==> config.mk <==
export PLATFORM = sky130hd
export DESIGN_NAME = branch_unit
export DESIGN_NICKNAME = d
export VERILOG_FILES = /design/src/rtl/branch_unit.sv
export SDC_FILE = /design/constraint.sdc
export NUM_CORES = 1
export LEC_CHECK = 0
export ABC_AREA = 1
export BUFFER_PORTS_ARGS = -buffer_cell sky130_fd_sc_hd__buf_2
export CAP_MARGIN = 30
export CORE_MARGIN = 1
export CORE_UTILIZATION = 40
export DETAILED_ROUTE_END_ITERATION = 8
export GPL_TIMING_DRIVEN = 0
export HOLD_SLACK_MARGIN = 0.02
export PLACE_DENSITY_LB_ADDON = 0.3
export RECOVER_POWER = 100
export SETUP_SLACK_MARGIN = 0.02
export SLEW_MARGIN = 10
export SYNTH_ARGS = -nofsm -noshare
export SYNTH_HDL_FRONTEND = slang
export SYNTH_SLANG_ARGS = --single-unit
==> constraint.sdc <==
create_clock -name clk -period 1.4 [get_ports clk]
set_input_delay 0.14 -clock clk [delete_from_list [all_inputs] [get_ports clk]]
set_output_delay 0.14 -clock clk [all_outputs]
set_load 0.005 [all_outputs]
==> src/rtl/branch_unit.sv <==
// Branch unit: resolves JMP/JZ/JNZ (and CALL/RET when BRANCH_STACK_EN is defined),
// drives a registered jump to the program counter and squashes wrong-path fetches.
module branch_unit #(
    parameter int unsigned ADDR_W      = 12,
    parameter int unsigned STACK_DEPTH = 4,
    parameter int unsigned SHADOW_CYC  = 1
) (
    input  logic              clk,
    input  logic              rst,
    input  logic              instr_valid,
    input  logic [3:0]        opcode,
    input  logic [ADDR_W-1:0] target,
    input  logic [ADDR_W-1:0] pc_in,
    input  logic              zero_flag,
    output logic              jmp,
    output logic [ADDR_W-1:0] jmp_addr,
    output logic              flush,
    output logic              stack_err
);

    localparam logic [3:0] OP_JMP = 4'hA;
    localparam logic [3:0] OP_JZ  = 4'hB;
    localparam logic [3:0] OP_JNZ = 4'hC;
    localparam int unsigned CNT_W = (SHADOW_CYC > 0) ? $clog2(SHADOW_CYC + 1) : 1;

    typedef enum logic [1:0] {IDLE, ISSUE, SHADOW} state_t;

    state_t            state_q, state_d;
    logic [CNT_W-1:0]  cnt_q, cnt_d;
    logic [ADDR_W-1:0] addr_q, addr_d;
    logic              take;
    logic [ADDR_W-1:0] dest;

`ifdef BRANCH_STACK_EN
    localparam logic [3:0] OP_CALL = 4'hD;
    localparam logic [3:0] OP_RET  = 4'hE;
    localparam int unsigned SP_W   = $clog2(STACK_DEPTH) + 1;

    logic [ADDR_W-1:0] stack_q [STACK_DEPTH];
    logic [SP_W-1:0]   sp_q, sp_d, sp_top;
    logic              err_q, err_d;
    logic              push;
    logic              full, empty;

    assign sp_top    = sp_q - SP_W'(1);
    assign full      = (sp_q == SP_W'(STACK_DEPTH));
    assign empty     = (sp_q == '0);
    assign stack_err = err_q;
`else
    localparam int unsigned unused_depth = STACK_DEPTH;
    logic unused_pc;
    assign unused_pc = ^pc_in;
    assign stack_err = 1'b0;
`endif

    // Decode: only an IDLE cycle may evaluate a jump or touch the stack
    always_comb begin
        take = 1'b0;
        dest = target;
`ifdef BRANCH_STACK_EN
        sp_d  = sp_q;
        err_d = err_q;
        push  = 1'b0;
`endif
        if (instr_valid && state_q == IDLE) begin
            case (opcode)
                OP_JMP: take = 1'b1;
                OP_JZ:  take = zero_flag;
                OP_JNZ: take = !zero_flag;
`ifdef BRANCH_STACK_EN
                OP_CALL: begin
                    take = 1'b1;
                    if (full) begin
                        err_d = 1'b1;
                    end else begin
                        push = 1'b1;
                        sp_d = sp_q + SP_W'(1);
                    end
                end
                OP_RET: begin
                    if (empty) begin
                        err_d = 1'b1;
                    end else begin
                        take = 1'b1;
                        dest = stack_q[sp_top[SP_W-2:0]];
                        sp_d = sp_top;
                    end
                end
`endif
                default: ;
            endcase
        end
    end

    always_comb begin
        state_d = state_q;
        cnt_d   = cnt_q;
        addr_d  = addr_q;
        case (state_q)
            IDLE: begin
                if (take) begin
                    state_d = ISSUE;
                    addr_d  = dest;
                end
            end
            ISSUE: begin
                if (SHADOW_CYC > 0) begin
                    state_d = SHADOW;
                    cnt_d   = CNT_W'(SHADOW_CYC);
                end else begin
                    state_d = IDLE;
                end
            end
            SHADOW: begin
                cnt_d = cnt_q - CNT_W'(1);
                if (cnt_q <= CNT_W'(1)) begin
                    state_d = IDLE;
                end
            end
            default: state_d = IDLE;
        endcase
    end

    always_ff @(posedge clk) begin
        if (rst) begin
            state_q <= IDLE;
            cnt_q   <= '0;
            addr_q  <= '0;
        end else begin
            state_q <= state_d;
            cnt_q   <= cnt_d;
            addr_q  <= addr_d;
        end
    end

`ifdef BRANCH_STACK_EN
    always_ff @(posedge clk) begin
        if (rst) begin
            sp_q  <= '0;
            err_q <= 1'b0;
        end else begin
            sp_q  <= sp_d;
            err_q <= err_d;
        end
    end

    // Return addresses wrap modulo 2^ADDR_W; entries need no reset since sp_q gates them
    always_ff @(posedge clk) begin
        if (push && !rst) begin
            stack_q[sp_q[SP_W-2:0]] <= pc_in + ADDR_W'(1);
        end
    end
`endif

    assign jmp      = (state_q == ISSUE);
    assign flush    = (state_q != IDLE);
    assign jmp_addr = addr_q;

endmodule

# After elaboration in Yosys (flattened, before gate mapping)
# Cells that the tools add are included.
[op_classes] n_addsub=1 n_lt_le_gt_ge=1 n_eq_ne=7 mux=6 n_reduce_logical=7
[ops] operator="$eq 4x4->1 const B" count=3
[ops] operator="$pmux 2 s3" count=1
[ops] operator="$mux 2" count=2
[ops] operator="$ne 2x2->1 const B" count=2
[ops] operator="$reduce_and 2->1" count=2
[ops] operator="$reduce_bool 2->1" count=2
[ops] operator="$pmux 1 s3" count=1
[ops] operator="$eq 2x1->1 const B" count=1
[ops] operator="$eq 2x2->1 const B" count=1
[ops] operator="$logic_not 2->1" count=1
[ops] operator="$pmux 1 s2" count=1
[ops] operator="$le 1x1->1 const B" count=1
[ops] operator="$logic_and 1x1->1" count=1
[ops] operator="$logic_not 1->1" count=1
[ops] operator="$mux 1" count=1
[ops] operator="$sub 1x1->1 const B" count=1
[totals] reg_bits=15 in_bits=32 output_inout_bits=15 elab_cells=25

# Longest topological paths before layout
[depth] depth_word=5 ltp_mapped=8 mapped_depth_nobuf=7

# Worst setup path after synthesis
# No wires, ideal clock.
[synth_timing] path_kind="flip-flop to flip-flop" startpoint="register state_q[0]" endpoint="register addr_q[3], in the netlist jmp_addr[3]" setup_ns=0.115 t_arrival_ns=0.932 required_time_ns=1.285 slack_ns=0.353 path_stages_with_launch=8 path_buffers=1 synth_period_minus_slack_ns=1.047 cell_sequence="dfxtp_1 nor2_2 nand2_2 nor2_8 buf_6 nand3_1 nand2_1 nor2_1"
[synth_between] elab_chain_len=4
[synth_rtl] element="start, declared" line_no="28" rtl="state_t state_q, state_d;"
[synth_rtl] element="start signal, assigned" line_no="130" rtl="state_q <= state_d;"
[synth_rtl] element="$logic_not 2->1 *" line_no="65, 99"
[synth_rtl] element="$logic_and 1x1->1" line_no="65" rtl="if (instr_valid && state_q == IDLE) begin"
[synth_rtl] element="$mux 1" line_no="65"
[synth_rtl] element="$reduce_and 2->1 (no source line) *"
[synth_rtl] element="end signal, assigned" line_no="132" rtl="addr_q <= addr_d;"
[synth_rtl] element="end, declared" line_no="30" rtl="logic [ADDR_W-1:0] addr_q, addr_d;"
# Every way passes the cells marked *; elsewhere a longest branch is shown, timed or not.
# A chain may end at the register's enable or synchronous reset.

# Worst setup path in the final report
[layout_timing] startpoint="register state_q[1]" endpoint="register addr_q[8], in the netlist jmp_addr[8]"
# The elaborated chain is that of the path after synthesis.

==> key figures <==
Timing
  – Setup TNS: 0 ns
  – Fin Hold WS: around 0.046 ns
  – Clk_skew: between 0.003 and 0.004 ns
  – Slew Viols, Final: 0
  – Final hold viol count: 0
  – RSZ-0062 raised after global routing: no
  – Tmin final: 1.186 ns
  – Period utilisation layout: 0.8468
  – Setup violations, final: 0
  – Fmax: 843.5 MHz

Finish
  – # diodes: 0
  – Layout Nets: between 150 and 200
  – Final Non-Filler Cells: 150
  – Final core utilization: 0.5683
  – Share of cells above drive strength 1: 0.3060
  – Layout area overhead: 26.50%
  – Final Instance Area: 895.9 µm²

Critical path
  – CP max stage cell: dfxtp_1
  – RR Startpoint: state_q[1]
  – Crit start category: flop
  – Maximum fanout along the worst path: 10
  – CP peak stage delay: 0.33 ns
  – Kind of critical path: reg -> reg
  – Top Family by Delay on Critical Path: simple AND/OR/NAND/NOR gates
  – Critical Path Sink Type: flop
  – CP startpoint: state_q[1]
  – Critical-path cell list: nor2_1 > nand2_1 > nor2_8 > buf_6 > nand3_1 > nand2_1 > nor2_1
  – CP arrival: roughly 1.4 ns
  – Worst path required time: around 1.6 ns
  – Worst Path Buf+Inv: 1

Routing
  – Routed WL per cell: 9.673 µm
  – Vias per std cell: ~4.6
  – DRT iter0 DRCs: 16
  – Via count: roughly 690
  – ANT nets after route: 0
  – Drt total wl: about 1500 µm
  – DRC: 0
  – Drt first pass iters: 6

Global routing
  – Global-route wire length before repair: roughly 2400 µm
  – Total gr overflow: 0
  – Antenna violations before repair: 0
  – All-Layer GR Usage: 0.1702
  – Vias in the first global route: between 500 and 600
  – Pin count of the biggest net entering global routing: 11

Floorplanning
  – Die ar.: 1943 µm²
  – I/O Pins: 47
  – Die X: 44.08 µm
  – Placement Rows: 14
  – Initial core utilization: 0.4492
  – Core ar.: roughly 1600 µm²
  – Die H: roughly 44 µm

Clocking
  – Postcts setup bufs: 0
  – Latest clock arrival within the worst-skew pair: around 0.27 ns
  – Sinks on the clock net: 14
  – H-tree depth: 1
  – Post_cts resized: 0
  – Register clock-pin slew on the reported worst setup and hold paths: 0.08 ns
  – CTS max path bufs: 2
  – CTS tree: built
  – Inserted Clock Buffers: 3
  – CTS Root Cell: clkbuf_4
  – # hold bufs at CTS: 0

Power
  – Pwr per Cell Area: ~900 nW/µm²
  – Static leakage power: a little over 0.5 nW
  – Maximum vdd drop: ~0.46 mV

Run status
  – Status: finished clean

Synth
  – Distinct cells, synth: 17
  – Ys Warns: 0
  – Largest area contributor in the netlist: dfxtp_1
  – Avg Inst Size Synth: between 7 and 8 µm²
  – Post-Synthesis Cells: a little under 100
  – Number of synthesized flops with an enable pin: 0
  – Synth top area cells: dfxtp_1 40%, inv_1 9.0%, nand3_1 8.5%
  – Async S/R FF share, synth: 0
  – Post-Syn Area: between 700 and 800 µm²
  – Net Count, Synth: 130
  – Register area share after synthesis: 0.3958
  – Yosys reg bits: 14
  – Top FF cell, synth: dfxtp_1
  – Area share of the largest cell type after synthesis: 0.3958

Place
  – Gpl congestion: between 0.6 and 0.7
  – IO Port Bufs: 33
  – HPWL after DPL: 1044 µm
  – Cell Area, Placed: slightly below 900 µm²
  – Placed cell count: between 100 and 150

Hold path
  – Hold crit path type: in -> reg
  – HP Start: rst

Job
  – Max Cap Viol: 0
## registers in the layout, indices dropped and copies added (netlist names)
name and cells:
state_q 2, jmp_addr 12
## worst reg2reg max path, cell delays in order (launching register included)
cell	delay (ns)
dfxtp_1	0.33
nor2_1	0.12
nand2_1	0.14
nor2_8	0.17
buf_6	0.16
nand3_1	0.08
nand2_1	0.06
nor2_1	0.04
## through the flow
| step | setup slack [ns] | power (mW) |
|---|---|---|
| after floorplan | 0.3531 | 0.5356 |
| after global placement | 0.2825 | 0.5914 |
| after detailed placement | 0.2557 | 0.5956 |
| after CTS | 0.2487 | 0.8146 |
| after global routing | 0.1230 | 0.8461 |
| final | 0.2145 | 0.8031 |
## cells in the final DEF (no fill, tap or decap)
cell	netlist	final
nand2_1	16	17
clkbuf_1	0	6
nand3_1	12	12
buf_4	2	2
dfxtp_1	14	14
clkbuf_4	0	3
buf_8	1	1
a21oi_1	7	9
inv_1	17	17
nor3_1	1	1
nor2_8	1	1
nor2_1	14	15
a21o_1	1	1
a21oi_2	5	3
buf_6	2	2
nand2_2	2	1
buf_2	1	28
conb_1	1	1
## logic make-up after synthesis
group | count (synthesis) | share of synthesized area
and+or+nand+nor | 47 | 0.3057
other | 1 | 0.005295
buffers and inverters | 23 | 0.1714
DFF | 14 | 0.3958
AOI/OAI and AO/OA | 13 | 0.1219
## report_power, final
| part | total (mW) | internal (mW) | switching [mW] |
|---|---|---|---|
| combinational | 0.154 | 0.0726 | 0.0818 |
| clock | 0.224 | 0.0995 | 0.124 |
| sequential | 0.425 | 0.416 | 0.00891 |
## layer usage
layer | vias to the layer above | share of wire | global-route usage
li1 | 369 | - | -
met1 | 296 | 0.47 | 0.2179
met2 | 25 | 0.45 | 0.2588
met3 | 4 | 0.063 | 0.04898
met4 | 0 | 0.017 | 0.09091
met5 | - | 0 | 0
## area by class of cell
class	instances	area (µm²)
buffer	6	57.56
multi-input combinational	61	294.0
fill	171	680.7
inverter	17	63.81
sequential	14	280.3
timing repair buffer	33	157.7
tap	16	20.02
clock buffer	3	22.52
## synth_stat cells (2+ instances only)
cell     count
nand2_1     16
dfxtp_1     14
buf_4        2
inv_1       17
buf_6        2
nand3_1     12
nand2_2      2
a21oi_1      7
nor2_1      14
a21oi_2      5
## final timing paths
kind | to | slack [ns] | cells past startpoint
worst max-delay path | jmp_addr[8] | 0.21 | 7
worst min-delay path | state_q[0] | 0.05 | 2
worst max register to register | jmp_addr[8] | 0.21 | 7
worst min register to register | state_q[1] | 0.45 | 1
No activity file was read; power rests on OpenSTA's default activity.
